$ cat config.mk
export PLATFORM = sky130hd
export DESIGN_NAME = config_loader
export DESIGN_NICKNAME = d
export VERILOG_FILES = /design/src/rtl/config_loader.sv
export SDC_FILE = /design/constraint.sdc
export NUM_CORES = 1
export LEC_CHECK = 0
export ABC_CLOCK_PERIOD_IN_PS = 2920
export BUFFER_PORTS_ARGS = -buffer_cell sky130_fd_sc_hd__buf_2
export CORE_MARGIN = 1.5
export CORE_UTILIZATION = 40
export DETAILED_ROUTE_END_ITERATION = 16
export PLACE_DENSITY = 0.55
export RECOVER_POWER = 100
export REMOVE_ABC_BUFFERS = 1
export SYNTH_ARGS = -nofsm -noshare
export SYNTH_HDL_FRONTEND = slang
export SYNTH_SLANG_ARGS = --single-unit
$ cat constraint.sdc
create_clock -name clk -period 2.92 [get_ports clk]
set_input_delay 0.438 -clock clk [delete_from_list [all_inputs] [get_ports clk]]
set_output_delay 0.438 -clock clk [all_outputs]
set_load 0.01 [all_outputs]
$ cat src/rtl/config_loader.sv
// rtl/config_loader.sv - serial frame deserializer driving one-hot config write strobes
module config_loader #(
    parameter int NUM_TARGETS = 4,
    parameter int ADDR_W      = 8,
    parameter int CNT_W       = 16
) (
    input  logic                   clk,
    input  logic                   reset,
    input  logic                   bit_in,
    input  logic                   bit_valid,
    output logic                   bit_ready,
    output logic [31:0]            config_data,
    output logic [NUM_TARGETS-1:0] config_en,
    output logic                   busy,
    output logic [CNT_W-1:0]       frame_count,
    output logic [CNT_W-1:0]       err_count,
    output logic                   err_flag
);

    typedef enum logic [2:0] {
        IDLE   = 3'd0,
        ADDR   = 3'd1,
        DATA   = 3'd2,
        PAR    = 3'd3,
        COMMIT = 3'd4
    } state_t;

    localparam logic [31:0] NUM_T = 32'(NUM_TARGETS);

    state_t            state_q;
    state_t            state_d;
    logic [5:0]        bit_cnt;
    logic [ADDR_W-1:0] addr_sr;
    logic [31:0]       data_sr;
    logic              accept;
    logic              last_addr;
    logic              last_data;
    logic              commit_go;
    logic              parity_ok;
    logic              addr_ok;

    assign bit_ready = (state_q != COMMIT);
    assign busy      = (state_q != IDLE);
    assign accept    = bit_valid && bit_ready;
    assign last_addr = (bit_cnt == 6'(ADDR_W - 1));
    assign last_data = (bit_cnt == 6'd31);
    assign commit_go = (state_q == PAR) && accept;

    // Even parity over address, data and the incoming parity bit.
    assign parity_ok = ~((^addr_sr) ^ (^data_sr) ^ bit_in);
    assign addr_ok   = ({{(32-ADDR_W){1'b0}}, addr_sr} < NUM_T);

    always_comb begin
        state_d = state_q;
        case (state_q)
            IDLE:    if (accept && bit_in)    state_d = ADDR;
            ADDR:    if (accept && last_addr) state_d = DATA;
            DATA:    if (accept && last_data) state_d = PAR;
            PAR:     if (accept)              state_d = COMMIT;
            COMMIT:                           state_d = IDLE;
            default:                          state_d = IDLE;
        endcase
    end

    always_ff @(posedge clk or negedge reset) begin
        if (!reset) begin
            state_q <= IDLE;
        end else begin
            state_q <= state_d;
        end
    end

    always_ff @(posedge clk or negedge reset) begin
        if (!reset) begin
            bit_cnt <= '0;
            addr_sr <= '0;
            data_sr <= '0;
        end else begin
            if (state_q != state_d) begin
                bit_cnt <= '0;
            end else if (accept && (state_q == ADDR || state_q == DATA)) begin
                bit_cnt <= bit_cnt + 6'd1;
            end
            if (accept && state_q == ADDR) begin
                addr_sr <= ADDR_W'({addr_sr, bit_in});
            end
            if (accept && state_q == DATA) begin
                data_sr <= {data_sr[30:0], bit_in};
            end
        end
    end

    // Strobe defaults low every cycle so it lives only for the COMMIT cycle.
    always_ff @(posedge clk or negedge reset) begin
        if (!reset) begin
            config_data <= '0;
            config_en   <= '0;
            frame_count <= '0;
            err_count   <= '0;
            err_flag    <= 1'b0;
        end else begin
            config_en <= '0;
            if (commit_go) begin
                if (parity_ok && addr_ok) begin
                    config_data <= data_sr;
                    config_en   <= NUM_TARGETS'(1) << addr_sr;
                    if (frame_count != '1) begin
                        frame_count <= frame_count + CNT_W'(1);
                    end
                end else begin
                    err_flag <= 1'b1;
                    if (err_count != '1) begin
                        err_count <= err_count + CNT_W'(1);
                    end
                end
            end
        end
    end

endmodule

==> results.ini <==
[status]
status=finished, final reports clean

[critical_path]
cp_cell_sequence=inv_2 -> ha_4 -> xnor2_4 -> xnor2_2 -> xnor2_2 -> xnor3_1 -> xnor2_2 -> nand2_2 -> nor2_4 -> buf_12 -> clkbuf_16 -> mux2_2
arrival_ns=3.12
crit_path_start_kind=flop
r2r_slack_ns=0.11
path_max_fanout=7
worstSetupEndpointType=flop
crit_family=XOR/XNOR gates
crit_required_ns=3.23
crit_buf_inv=3
crit_slowest_cell=dfrtp_1
critical-path-max-stage-delay_ns=0.40
path_common_cell=xnor2_2
critPathKind=flop to flop

[final_layout]
seqCellArea_um2=2950
area_growth_pct=27.2
nets=525
nFillCells=1174
drive_gt1_frac=0.253
multi_input_area_um2=2270
diodes=0

[clock_network]
cts_tree=built
clock_sinks=118
insertion_delay_ns=0.43
htreeDepth=4
cts_buffers=17
clock_path_buffers=2
cts_root_buffer=clkbuf_16
clk_pin_slew_ns=0.06
cts-hold-fix-buffers=0

[logic_synthesis]
synth_top_area_frac=0.565
synth_area_per_cell_um2=12.7
syn_area_um2=5230
synth-edff-count=0
ys_ff_latch=118
synth_warnings=0
yosys.area.top_type=dfrtp_1
netlist_top_cells_area=dfrtp_1 (56%), mux2_2 (14%), xnor2_1 (8.9%)
synth_cell_types=38
synthCells=410
yosysSeqAreaShare=0.565
synthFlopType=dfrtp_1
async_flop_share=1.00

[sta]
slew_headroom=0.127
skew_ns=0.0213
rsz0062_at_grt=true
setup_slack_ns=0.108
finalHoldViolCount=0
tightestPinTransition_ns=1.31
setup_viol=0
post-route-min-period_ns=2.81
max_freq_mhz=356
fin_hold_ws_ns=0.291
drv_slew=0
min_period_over_period=0.963

[global_routing]
grt_remaining_overflow=0
grt_pass1_wl_um=16900
grt_pass1_vias=3397
grt_max_degree=54
grt_antenna_before_repair=0
grt_usage=0.158

[power_and_ir_drop]
vdd_ir_drop_max_v=0.000477
switching_power_uw=1560
clkPwrFrac=0.399
finalPower_uw=5500
p_int_uw=3940
pwr_density_cell_nw_per_um2=828
power_frac_comb=0.255
power.static_leakage_uw=0.00309
p_sw_frac=0.284
seqPwrFrac=0.346

[drt]
drc=0
dr.first_iter.drc_count=125
dr.pass1.iters=4
num_vias=3401
drt_wl_total_um=10500
final_antenna_net_count=0
viasPerCell=4.87
wl_per_cell_um=15.0

[flow_run]
max_cap_viol_count=0

[placement]
place_congestion=0.745
portBuffers=74
hpwlAfterDp_um=6510
detailedPlace.worstSlack_ns=0.0732

[min_path]
hold_path_class=input pin to asynchronous set/reset pin

[die]
rows=41
die_w_um=117
core_um2=12700
die_area_um2=13800
start_util=0.412
die_h_um=117
pin_count=75

[worst paths after layout]
kind	startpoint	endpoint	cells past startpoint
worst max-delay path	addr_sr[4]	config_data[8]	12
worst min-delay path	reset	state_q[0]	1
worst max register to register	addr_sr[4]	config_data[8]	12
worst min register to register	addr_sr[3]	addr_sr[4]	2
max in group asynchronous	reset	err_count[8]	2
min in group clk	bit_valid	state_q[0]	3
[per-layer routing]
| layer | vias to the layer above | part of all wire | track usage | wire length, um |
|---|---|---|---|---|
| met5 | - | 0 | 0 | 0 |
| met4 | 0 | 0.015 | 0.0718 | 161 |
| met3 | 14 | 0.050 | 0.0661 | 518 |
| met2 | 60 | 0.46 | 0.231 | 4860 |
| met1 | 1705 | 0.47 | 0.204 | 4910 |
| li1 | 1622 | - | - | - |
[Yosys cell counts (all sizes together) (2+ instances only)]
master  instances
ha              8
inv            16
clkbuf          7
nor2           16
xor2           14
xnor2          54
or3             3
dfrtp         118
buf             4
mux2           67
mux2i           2
and4            6
nand4          13
nand3          15
nand2          27
and3            8
nor3            3
nor4b           3
a21oi           4
o21ai          10
[cell type report]
| class | count | area share |
|---|---|---|
| multi-input cells | 265 | 0.342 |
| inverters | 16 | 0.00903 |
| clock buffers | 20 | 0.0672 |
| repair buffers | 95 | 0.0786 |
| flip-flops and latches | 118 | 0.444 |
| clock inverters | 12 | 0.0267 |
| well taps | 172 | 0.0324 |
[cell usage in the layout, fill, tap and decap left out, types with 13 or more instances in the layout]
cell,Yosys,final
clkbuf_1,7,75
clkbuf_16,0,20
dfrtp_1,118,118
inv_1,16,14
mux2_2,67,56
nand2_1,26,26
nand3_1,15,15
nand4_1,13,13
nor2_1,15,15
xnor2_1,53,48
xor2_1,14,14
[flip-flops by register name, indices dropped and copies added, names as in the netlist]
register	flops
frame_count	16
config_en	4
addr_sr	8
config_data	32
bit_cnt	6
data_sr	32
err_count	16
state_q	3
err_flag	1
[worst reg2reg max path: stages (launching register included)]
cell	delay, ns
dfrtp_1	0.40
inv_2	0.10
ha_4	0.22
xnor2_4	0.13
xnor2_2	0.15
xnor2_2	0.20
xnor3_1	0.38
xnor2_2	0.23
nand2_2	0.12
nor2_4	0.14
buf_12	0.15
clkbuf_16	0.16
mux2_2	0.33
[power by group through the flow]
stage / clock network [uW] / registers (uW) / logic, uW
floorplan: 0 / 1910 / 874
global placement: 0 / 1920 / 1090
detailed placement: 0 / 1920 / 1130
CTS: 2250 / 1900 / 1130
global route: 2340 / 1920 / 1570
finish: 2190 / 1900 / 1410
[what timing repair did]
action,CTS,global route
resized for setup,0,24
setup endpoints to repair,0,41
buffers inserted,0,6
[metrics by stage]
step | cells | setup TNS, ns | instance area [um2] | util
finish | 698 | 0 | 6650 | 0.525
CTS | 686 | 0 | 6480 | 0.511
global route | 698 | -0.493 | 6650 | 0.525
floorplan | 399 | 0 | 5170 | -
global placement | 654 | 0 | 5860 | 0.462
detailed placement | 654 | 0 | 5860 | 0.462
[logic make-up (layout without fill, tap and decap cells)]
group	Yosys count	in the layout	share of synthesized area
simple gates	100	100	0.106
xor+xnor	69	69	0.120
flops	118	118	0.565
fa+ha+maj	8	8	0.0192
mux	69	69	0.148
buf+inv	27	143	0.0218
compound gates	19	19	0.0206
Power figures use the tool's default switching activity.
